$ cat src/rtl/csa_pkg.sv
// Shared defaults and state encoding for the carry-save resolver.
// NSLICE is the number of SLICE-bit chunks needed to cover the WIDTH+2 result.
package csa_pkg;

    localparam int WIDTH_DEF  = 16;
    localparam int SLICE_DEF  = 4;
    localparam int NSLICE_DEF = (WIDTH_DEF + 2 + SLICE_DEF - 1) / SLICE_DEF;

    typedef enum logic [1:0] {
        ST_IDLE    = 2'd0,
        ST_RESOLVE = 2'd1,
        ST_DONE    = 2'd2
    } state_t;

endpackage

$ cat src/rtl/csa_slice_add.sv
// Combinational W-bit ripple-carry adder used to resolve one slice per clock.
module csa_slice_add #(
    parameter int W = 4
) (
    input  logic [W-1:0] a,
    input  logic [W-1:0] b,
    input  logic         cin,
    output logic [W-1:0] sum,
    output logic         cout
);

    logic [W:0] c;

    always_comb begin
        c    = '0;
        sum  = '0;
        c[0] = cin;
        for (int i = 0; i < W; i++) begin
            sum[i]   = a[i] ^ b[i] ^ c[i];
            c[i+1]   = (a[i] & b[i]) | (a[i] & c[i]) | (b[i] & c[i]);
        end
        cout = c[W];
    end

endmodule

$ cat src/rtl/csa_resolver.sv
// Converts a carry-save pair (sum, carry) into binary sum + 2*carry, resolving
// SLICE result bits per clock through a single shared ripple adder.
module csa_resolver
    import csa_pkg::*;
#(
    parameter int WIDTH = WIDTH_DEF,
    parameter int SLICE = SLICE_DEF
) (
    input  logic             clk,
    input  logic             rst,
    input  logic             in_valid,
    output logic             in_ready,
    input  logic [WIDTH-1:0] in_sum,
    input  logic [WIDTH-1:0] in_carry,
    output logic             out_valid,
    input  logic             out_ready,
    output logic [WIDTH+1:0] result,
    output logic             busy
);

    localparam int RW     = WIDTH + 2;
    localparam int NSLICE = (RW + SLICE - 1) / SLICE;
    localparam int PW     = NSLICE * SLICE;
    localparam int IW     = (NSLICE > 1) ? $clog2(NSLICE) : 1;

    state_t         state_q, state_d;
    logic [RW-1:0]  sum_q, sum_d;
    logic [RW-1:0]  carry_q, carry_d;
    logic [RW-1:0]  result_q, result_d;
    logic           cbit_q, cbit_d;
    logic [IW-1:0]  idx_q, idx_d;

    logic             accept;
    logic [SLICE-1:0] slice_a, slice_b, slice_sum;
    logic             slice_cout;
    logic [RW-1:0]    slice_mask;
    int               shamt;

    assign in_ready  = (state_q == ST_IDLE) || ((state_q == ST_DONE) && out_ready);
    assign accept    = in_valid && in_ready;
    assign out_valid = (state_q == ST_DONE);
    assign busy      = (state_q == ST_RESOLVE) || (state_q == ST_DONE);
    assign result    = result_q;

    // Operands are zero-padded to PW so the top partial slice reads zeros.
    always_comb begin
        shamt      = int'(idx_q) * SLICE;
        slice_a    = SLICE'(PW'(sum_q) >> shamt);
        slice_b    = SLICE'(PW'(carry_q) >> shamt);
        slice_mask = RW'(PW'({SLICE{1'b1}}) << shamt);
    end

    csa_slice_add #(
        .W (SLICE)
    ) u_slice_add (
        .a    (slice_a),
        .b    (slice_b),
        .cin  (cbit_q),
        .sum  (slice_sum),
        .cout (slice_cout)
    );

    always_comb begin
        state_d  = state_q;
        sum_d    = sum_q;
        carry_d  = carry_q;
        result_d = result_q;
        cbit_d   = cbit_q;
        idx_d    = idx_q;

        case (state_q)
            ST_RESOLVE: begin
                result_d = (result_q & ~slice_mask) | RW'(PW'(slice_sum) << shamt);
                cbit_d   = slice_cout;
                if (idx_q == IW'(NSLICE - 1)) begin
                    idx_d   = '0;
                    state_d = ST_DONE;
                end else begin
                    idx_d = idx_q + IW'(1);
                end
            end
            ST_DONE: begin
                if (out_ready) begin
                    state_d = ST_IDLE;
                end
            end
            default: ;
        endcase

        // Accept also covers DONE+out_ready, giving back-to-back with no bubble.
        if (accept) begin
            sum_d   = {2'b00, in_sum};
            carry_d = {1'b0, in_carry, 1'b0};
            cbit_d  = 1'b0;
            idx_d   = '0;
            state_d = ST_RESOLVE;
        end
    end

    always_ff @(posedge clk) begin
        if (rst) begin
            state_q  <= ST_IDLE;
            sum_q    <= '0;
            carry_q  <= '0;
            result_q <= '0;
            cbit_q   <= 1'b0;
            idx_q    <= '0;
        end else begin
            state_q  <= state_d;
            sum_q    <= sum_d;
            carry_q  <= carry_d;
            result_q <= result_d;
            cbit_q   <= cbit_d;
            idx_q    <= idx_d;
        end
    end

endmodule

$ cat config.mk
export PLATFORM = sky130hd
export DESIGN_NAME = csa_resolver
export DESIGN_NICKNAME = d
export VERILOG_FILES = /design/src/rtl/csa_pkg.sv /design/src/rtl/csa_slice_add.sv /design/src/rtl/csa_resolver.sv
export SDC_FILE = /design/constraint.sdc
export NUM_CORES = 1
export LEC_CHECK = 0
export CAP_MARGIN = 20
export CORE_MARGIN = 8
export CORE_UTILIZATION = 40
export DETAILED_ROUTE_END_ITERATION = 6
export GPL_TIMING_DRIVEN = 0
export PLACE_DENSITY = 0.75
export SKIP_CTS_REPAIR_TIMING = 1
export SLEW_MARGIN = 20
export SYNTH_ARGS = -nofsm -noshare
export SYNTH_HDL_FRONTEND = slang
export SYNTH_SLANG_ARGS = --single-unit
$ cat constraint.sdc
create_clock -name clk -period 3.5 [get_ports clk]
set_clock_uncertainty 0.2 [all_clocks]
set_input_delay 1.05 -clock clk [delete_from_list [all_inputs] [get_ports clk]]
set_output_delay 1.05 -clock clk [all_outputs]
set_load 0.03 [all_outputs]
# Word-level counts from Yosys, hierarchy flattened
# Index checks and enable logic that the tools add are counted.
[totals]
word_cells = 65
in_bits = 36
reg_bits = 56
out_inout_bits = 21
[classes]
n_eq_ne = 7
addsub = 1
shift = 4
n_reduce_logical = 10
n_mux = 5
bitwise = 31
[op_table]
columns = ["op", "count"]
rows = [
  ["18-bit AND", 1],
  ["18-bit inverter", 1],
  ["18-bit bitwise OR", 1],
  ["4-bit by 5-bit << shifter with 18-bit output", 1],
  ["4-bit by 5-bit << shifter with 18-bit output (first input constant)", 1],
  ["17-bit by 5-bit right shift with 4-bit output", 1],
  ["16-bit by 5-bit right shift with 4-bit output", 1],
  ["1-bit AND", 12],
  ["1-bit bitwise OR", 8],
  ["1-bit XOR", 8],
  ["3-bit AND reduction", 2],
  ["2-bit 2-to-1 mux", 2],
  ["2-bit by 1-bit != test with 1-bit output (second input constant)", 2],
  ["2-bit one-hot mux with 2 select lines", 1],
  ["3-bit by 1-bit adder with 3-bit output (second input constant)", 1],
  ["3-bit == test (second input constant)", 1],
  ["3-bit 2-to-1 mux", 1],
  ["3-bit by 1-bit != test with 1-bit output (second input constant)", 1],
  ["3-bit by 2-bit != test with 1-bit output (second input constant)", 1],
  ["3-bit nonzero test", 1],
  ["2-bit by 1-bit == test with 1-bit output (second input constant)", 1],
  ["2-bit == test (second input constant)", 1],
  ["1-bit logical AND", 2],
  ["2-bit logical NOT", 1],
  ["4 further kinds", 5],
]

# Longest topological paths before layout
# Gate-level depths: netlist of the first run.
[logic_depth]
depth_word = 13
ltp_mapped = 12
depth_no_buf = 10

# Modules after synthesis
# A second synthesis of the first run with hierarchy kept.
[unflattened]
hier_cells = 278
area_unflattened_um2 = 2775.2
[by_module_without_submodules]
columns = ["module", "seq_area_each_um2", "n_inst", "cells_each", "area_per_inst_um2"]
rows = [
  ["csa_resolver", 1121.1, 1, 264, 2657.5],
  ["csa_slice_add", 0.0, 1, 14, 117.6],
]

# Least setup slack after synthesis of the first run
# Ideal clock, no wire load.
[synth_path]
kind = "reg2reg"
from = "register idx_q[0]"
to = "register result_q[15] (netlist: result[15])"
setup_slack_ns = 0.287
path_buffers = 1
t_arrival_ns = 2.896
path_stages_with_launch = 10
period_less_slack_ns = 3.213
required_ns = 3.183
setup_ns = 0.117
cell_sequence = "dfxtp_1 -> buf_4 -> mux4_2 -> nand2_1 -> fa_1 -> inv_1 -> fa_1 -> fa_1 -> fa_1 -> a22o_1"
[synth_between]
elab_chain_cells = 13
elab_cells_between_ends = 24
cone_classes = "4 x shift; 20 x bitwise"
[synth_lines]
columns = ["item", "line_no", "text"]
rows = [
  ["start, declared", "csa_resolver.sv:31", "logic [IW-1:0] idx_q, idx_d;"],
  ["start signal, assigned", "csa_resolver.sv:114", "idx_q <= idx_d;"],
  ["16-bit by 5-bit right shift with 4-bit output / 17-bit by 5-bit right shift with 4-bit output (equally long branches)", "csa_resolver.sv:48, csa_resolver.sv:49", ""],
  ["1-bit AND", "csa_slice_add.sv:20", "c[i+1] = (a[i] & b[i]) | (a[i] & c[i]) | (b[i] & c[i]);"],
  ["1-bit bitwise OR (2 in a row)", "csa_slice_add.sv:20", ""],
  ["1-bit AND", "csa_slice_add.sv:20", ""],
  ["1-bit bitwise OR (2 in a row)", "csa_slice_add.sv:20", ""],
  ["1-bit AND", "csa_slice_add.sv:20", ""],
  ["1-bit bitwise OR (2 in a row)", "csa_slice_add.sv:20", ""],
  ["1-bit XOR", "csa_slice_add.sv:19", "sum[i] = a[i] ^ b[i] ^ c[i];"],
  ["4-bit by 5-bit << shifter with 18-bit output", "csa_resolver.sv:73", "result_d = (result_q & ~slice_mask) | RW'(PW'(slice_sum) << shamt);"],
  ["18-bit bitwise OR (*)", "csa_resolver.sv:73", ""],
  ["end signal, assigned", "csa_resolver.sv:112", "result_q <= result_d;"],
  ["end, declared", "csa_resolver.sv:29", "logic [RW-1:0] result_q, result_d;"],
]
# Every way passes the cells marked *; elsewhere a longest branch is shown, timed or not.
# A chain may end at the register's enable or synchronous reset.

# Final worst setup path of the first run
[layout_path]
from = "register idx_q[1]"
to = "register result_q[15] (netlist: result[15])"
# The elaborated chain is that of the path after synthesis.

==> results of run 1 <==
routing by layer:
layer / vias up / GRT usage [%] / share of wire [%]
li1: 1117 / - / -
met4: 0 / 3.96 / 0.86
met2: 59 / 24.0 / 49
met5: - / 0 / 0
met3: 8 / 3.98 / 6.3
met1: 1100 / 17.3 / 43
per-stage QoR:
step	TNS [ns]	total power, W
3_3_place_gp	-0.608	0.00127
4_1_cts	-0.731	0.00164
5_1_grt	-0.000455	0.00171
3_5_place_dp	-0.679	0.00128
6_report	0	0.00162
2_1_floorplan	0	0.00111
layout make-up:
type	instances	area, µm²	area share, %
Sequential cell	56	1120	32.2
Multi-Input combinational cell	183	1460	41.8
Buffer	24	140	4.02
Inverter	10	37.5	1.08
Tap cell	80	100	2.87
Timing Repair Buffer	54	538	15.4
Clock buffer	8	90.1	2.58
state kept, by name, indices dropped and copies added (netlist names):
name and flops:
carry_q 16, cbit_q 1, idx_q 3, result 18, state_q 2, sum_q 16
layout by cell type (no fill, tap or decap), types with 4 or more instances in the layout:
master           count
nand2_1              4
ha_1                 8
clkbuf_1            13
nor2_1               4
clkdlybuf4s50_1     53
and2_1               6
a31o_2               7
clkbuf_8             6
buf_2                7
a31o_1              25
nand2b_1            33
dfxtp_1             55
mux4_2               6
a21oi_1             39
fa_1                 4
inv_1               10
nor3_1               4
a22o_1              16
buf_6                5
power groups by stage:
stage               clock network, W  logic [W]  registers (W)
detailed placement                 0   0.000529       0.000755
global route                0.000392   0.000571       0.000749
CTS                         0.000369   0.000530       0.000740
finish                      0.000361   0.000519       0.000742
global placement                   0   0.000518       0.000753
floorplan                          0   0.000358       0.000751
kinds of logic after synthesis:
kind of cell	Yosys count
buffers and inverters	35
and+or+nand+nor	62
DFF	56
muxes	10
adders and majority gates	12
AOI/OAI and AO/OA	99
worst register-to-register path, stage by stage (launching register included):
cell and delay, ns:
dfxtp_1 0.38, buf_2 0.24, buf_2 0.27, mux4_2 0.34, nand2_1 0.11, fa_1 0.16
inv_1 0.05, fa_1 0.37, fa_1 0.39, fa_1 0.55, a22o_1 0.25
worst max-delay path by stage:
stage / end / start
after floorplan: result[15]$_SDFFE_PP0N_ / idx_q[0]$_SDFFE_PP0N_
after global placement: in_ready / out_ready
after detailed placement: in_ready / out_ready
after CTS: in_ready / out_ready
after global routing: result[11]$_SDFFE_PP0N_ / idx_q[1]$_SDFFE_PP0N_
final: result[15]$_SDFFE_PP0N_ / idx_q[1]$_SDFFE_PP0N_
==> impl_metrics.yaml, run 1 <==
cells_and_area:
  final_cells: 415
  fillers: 634
  finish.utilization_pct: 51.6
  finalInstanceArea_um2: 3490
  diodes: 0
  area_delta_synth_final_pct: 26.3
  drive_gt1_share_pct: 11.3
  nNetsFinal: 382
place:
  dp.cells: 408
  place_ws_ns: -0.524
  gp_congestion: 0.825
  dp_hpwl_um: 5130
  place_area_um2: 3400
  io_buffers: 54
setup_path:
  critPathArrivalTime_ns: 3.41
  crit_type: "reg -> reg"
  crit_chain: "buf_2, buf_2, mux4_2, nand2_1, fa_1, inv_1, fa_1, fa_1, fa_1, a22o_1"
  cp_data_required_time_ns: 3.51
  rr_startpoint: "idx_q[1]$_SDFFE_PP0N_"
  cp_max_fo: 10
  slowest_delay_ns: 0.55
  worst-r2r-setup-slack_ns: 0.1
  setup.worst_path.start_class: "flop"
  cp.depth: 10
  r2r-end: "result[15]$_SDFFE_PP0N_"
  cp_slowest_cell: "fa_1"
  reg2reg_depth: 10
  crit_path_end_kind: "flop"
  crit_family: "adder cells"
  crit_path_frequent_cell: "fa_1"
  cp.buffers_inverters: 3
logic_synthesis:
  synth_top_family_by_area: "compound AO/OA/AOI/OAI gates"
  synthArstFlopShare_pct: 0
  syn_area_per_cell_um2: 10.1
  synth_seq_area_share_pct: 40.6
  synthXorXnorAreaFrac_pct: 0
  synthTopCellsByCount: "56 x dfxtp_1, 39 x a21oi_1, 33 x nand2b_1"
  yosysUniqueCellTypes: 35
  yosysTopAreaCell: "dfxtp_1"
  synth_fa_ha_area_share_pct: 6.52
  synth_cells: 274
  synthMuxAreaShare_pct: 6.93
  ys_warn_count: 0
  yosys-top-cells-area: "dfxtp_1 41%, a31o_1 7.9%, nand2b_1 7.5%"
  ys.flop_type: "dfxtp_1"
  synth_simple_gate_area_share_pct: 13.9
  yosysMostFrequentCell: "dfxtp_1"
  synth_edf_count: 0
  synth_compound_area_share_pct: 25.4
  synth_area_um2: 2760
  synth_top_area_share_pct: 40.6
  ys_seq_elements: 56
  synth_nets: 322
run_status:
  status: "completed"
clocking:
  cts_made_buffers: 5
  clk_pin_slew_ns: 0.09
  cts_max_path_buffers: 2
  cts_tree: "done"
  clk-insertion-delay-late_ns: 0.31
  cts_num_sinks: 56
  htree_levels: 2
  root_buffer: "clkbuf_8"
grt:
  grt_max_degree: 16
  grt_antenna_before_repair: 0
  grt_use_total_pct: 14.2
  grt-ovfl-total: 0
  grt_pass1_wl_um: 11500
  grt_pass1_vias: 2370
timing:
  clock.fmax_mhz: 294
  holdWs_ns: 0.286
  final-setup-viol-count: 0
  slew_viol_final: 0
  timing.final.ws_setup_ns: 0.0974
  worst_pin_slew_ns: 0.487
  slew_headroom_pct: 67.6
  final.min_clock_period_ns: 3.40
  finalHoldViolations: 0
  period_share_pct: 97.2
detailed_routing:
  num_vias: 2284
  drc: 0
  wirelength_um: 6720
  wl_per_cell_um: 16.2
  viasPerCell: 5.50
  final_antenna_net_count: 0
  drt_iter0_markers: 96
  first_pass_iters: 4
hold_path:
  min_to: "result[2]$_SDFFE_PP0N_"
  hold_start: "result[2]$_SDFFE_PP0N_"
  min_path_cells: 1
  hold_class: "reg -> reg"
pwr:
  vdd_drop_max_mv: 0.247
  p_int_w: 0.00110
  clkPwrFrac_pct: 22.3
  p_seq_share_pct: 45.7
  combPwrFrac_pct: 32.0
  powerDensity_nw_per_um2: 465
  p_leak_nw: 1.29
  p_sw_share_pct: 32.1
  switchingPower_w: 0.000521
floorplan:
  rows: 30
  die_y_um: 99.1
  ios: 57
  initial_core_util_pct: 40.9
  core_um2: 6760
  dieArea_um2: 9820
  die_x_um: 99.1
flow_run:
  maxCapViolCount: 0
Note: power is estimated with default switching activity, not from simulation.
==> run 2, diff against run 1 <==
- CORE_UTILIZATION: 40 -> 50
- PLACE_DENSITY: 0.75 -> 0.88
- SETUP_SLACK_MARGIN: not set -> 0.4
==> run 2 against run 1 <==
  * Register-to-register slack better by 0.30 ns
  * Non-clock buffer count grew 7
  * Die area fell by 17%
  * Worst setup slack improved by 0.30 ns
  * Highest routed layer unchanged
  * Critical path depth fell by 1
  * Sequential cell count did not move
  * Maximum frequency grew 9.6%
  * Largest cell class unchanged
  * Hold slack improved by 0.0025 ns
  * Via count is 1.9% higher
  * Total power up 9.2%
  * Sequential power hardly changed
==> impl_metrics.yaml, run 2 (synthesis results as in run 1) <==
cells_and_area:
  multi_input_area_um2: 1480
  area_delta_synth_final_pct: 31.4
  layout_common_cells: "54 x dfxtp_1, 52 x clkdlybuf4s50_1, 38 x a21oi_1, 33 x nand2b_1, 25 x a31o_1"
  finalInstanceArea_um2: 3630
  fillers: 412
  nNetsFinal: 389
  final_common_cell: "dfxtp_1"
  final_cells: 414
  diodes: 0
  seqCellArea_um2: 1130
  drive_gt1_share_pct: 16.1
  largest_reg_flops: 18
floorplan:
  die_x_um: 90.3
  die_y_um: 90.3
  initial_core_util_pct: 51.1
  ios: 57
  core_um2: 5410
  dieArea_um2: 8160
  rows: 27
timing:
  final-setup-viol-count: 0
  rsz0062_at_grt: "true"
  period_share_pct: 88.7
  timing.final.ws_setup_ns: 0.397
  slew_viol_final: 0
  clock.fmax_mhz: 322
  finalHoldViolations: 0
  worst_pin_slew_ns: 0.506
  final.min_clock_period_ns: 3.10
  slew_headroom_pct: 66.3
clocking:
  cts_made_buffers: 5
  cts_tree: "done"
  htree_levels: 2
  cts_max_path_buffers: 2
  cts_num_sinks: 56
  clk-insertion-delay-late_ns: 0.31
  root_buffer: "clkbuf_8"
  clk_pin_slew_ns: 0.09
detailed_routing:
  wl_met1_um: 3000
  drt_iter0_markers: 155
  final_antenna_net_count: 0
  wirelength_um: 6980
  top_layer: "met4"
  wl_met2_um: 3480
  viasPerCell: 5.62
  wl_per_cell_um: 16.8
  num_vias: 2328
  first_pass_iters: 4
  dr_wl_met3_um: 434
  drc: 0
hold_path:
  min_path_cells: 1
  hold_start: "result[6]$_SDFFE_PP0N_"
  hold_class: "reg -> reg"
  min_to: "result[6]$_SDFFE_PP0N_"
pwr:
  vdd_drop_max_mv: 0.335
  combPwrFrac_pct: 32.5
  p_sw_share_pct: 30.7
  switchingPower_w: 0.000544
  p_seq_share_pct: 41.7
  p_leak_nw: 1.36
  powerDensity_nw_per_um2: 488
  clkPwrFrac_pct: 25.8
  p_total_w: 0.00177
  p_int_w: 0.00123
setup_path:
  reg2reg_depth: 9
  r2r-end: "result[7]$_SDFFE_PP0N_"
  crit_type: "reg -> reg"
  cp-startpoint: "idx_q[0]$_SDFFE_PP0N_"
  cp_max_fo: 6
  rr_startpoint: "idx_q[0]$_SDFFE_PP0N_"
  worst-r2r-setup-slack_ns: 0.40
  crit_path_end_kind: "flop"
  cp_data_required_time_ns: 3.51
  critPathArrivalTime_ns: 3.11
  setup.worst_path.start_class: "flop"
place:
  dp_hpwl_um: 5040
  io_buffers: 54
  gp_congestion: 0.877
  place_area_um2: 3400
  place_ws_ns: -0.488
  dp.cells: 400
grt:
  grt-ovfl-total: 0
  grt_pass1_wl_um: 11700
  grt_use_total_pct: 17.1
  grt_max_degree: 17
  grt_pass1_vias: 2405
  grt_antenna_before_repair: 0
run_status:
  status: "completed"
flow_run:
  maxCapViolCount: 0
[run 2: cell count changes in the layout (fill, tap and decap cells not counted), moves of 2 or more]
cell | before | now
buf_6 | 5 | 7
fa_2 | 0 | 4
buf_2 | 7 | 5
clkbuf_1 | 13 | 11
buf_4 | 1 | 6
fa_1 | 4 | 0
buf_8 | 0 | 2
[run 2: cell type report]
class	count	share of cell area, %
flip-flops and latches	56	31.1
clock buffers	7	2.65
inverters	10	1.03
well taps	72	2.48
clock inverters	1	0.827
multi-input cells	183	40.6
repair buffers	60	16.2
plain buffers	25	5.07
[run 2: power by group through the flow]
| stage | registers, W | logic (W) | clock network (W) |
|---|---|---|---|
| global route | 0.000746 | 0.000621 | 0.000491 |
| global placement | 0.000752 | 0.000516 | 0 |
| detailed placement | 0.000756 | 0.000525 | 0 |
| floorplan | 0.000752 | 0.000359 | 0 |
| CTS | 0.000741 | 0.000530 | 0.000458 |
| finish | 0.000739 | 0.000575 | 0.000457 |
[run 2: how the worst max path moves through the flow]
stage | endpoint | slack, ns | cells past startpoint
finish | result[7]$_SDFFE_PP0N_ | 0.40 | 9
global route | result[7]$_SDFFE_PP0N_ | 0.32 | 9
CTS | in_ready | -0.50 | 5
detailed placement | in_ready | -0.49 | 5
global placement | in_ready | -0.49 | 5
floorplan | result[15]$_SDFFE_PP0N_ | 0.41 | 9
[run 2: stage by stage]
step	utilization [%]	TNS [ns]	hold slack [ns]
6_report	67.2	0	0.288
3_3_place_gp	62.9	-0.493	0.261
3_5_place_dp	62.9	-0.488	0.262
5_1_grt	67.2	0	0.312
2_1_floorplan	-	0	0.267
4_1_cts	65.2	-0.499	0.289
[run 2: worst max-delay path: stages, from the launching register on]
cell	delay (ns)
dfxtp_4	0.39
buf_12	0.12
mux4_2	0.51
nand2_2	0.10
fa_2	0.20
inv_2	0.04
fa_2	0.34
fa_2	0.37
fa_2	0.50
a22o_1	0.23
[run 2: per-layer routing]
metal	vias to the layer above	GRT usage (%)
li1	1130	-
met1	1106	20.6
met2	83	29.0
met3	9	5.15
met4	0	4.30
met5	-	0
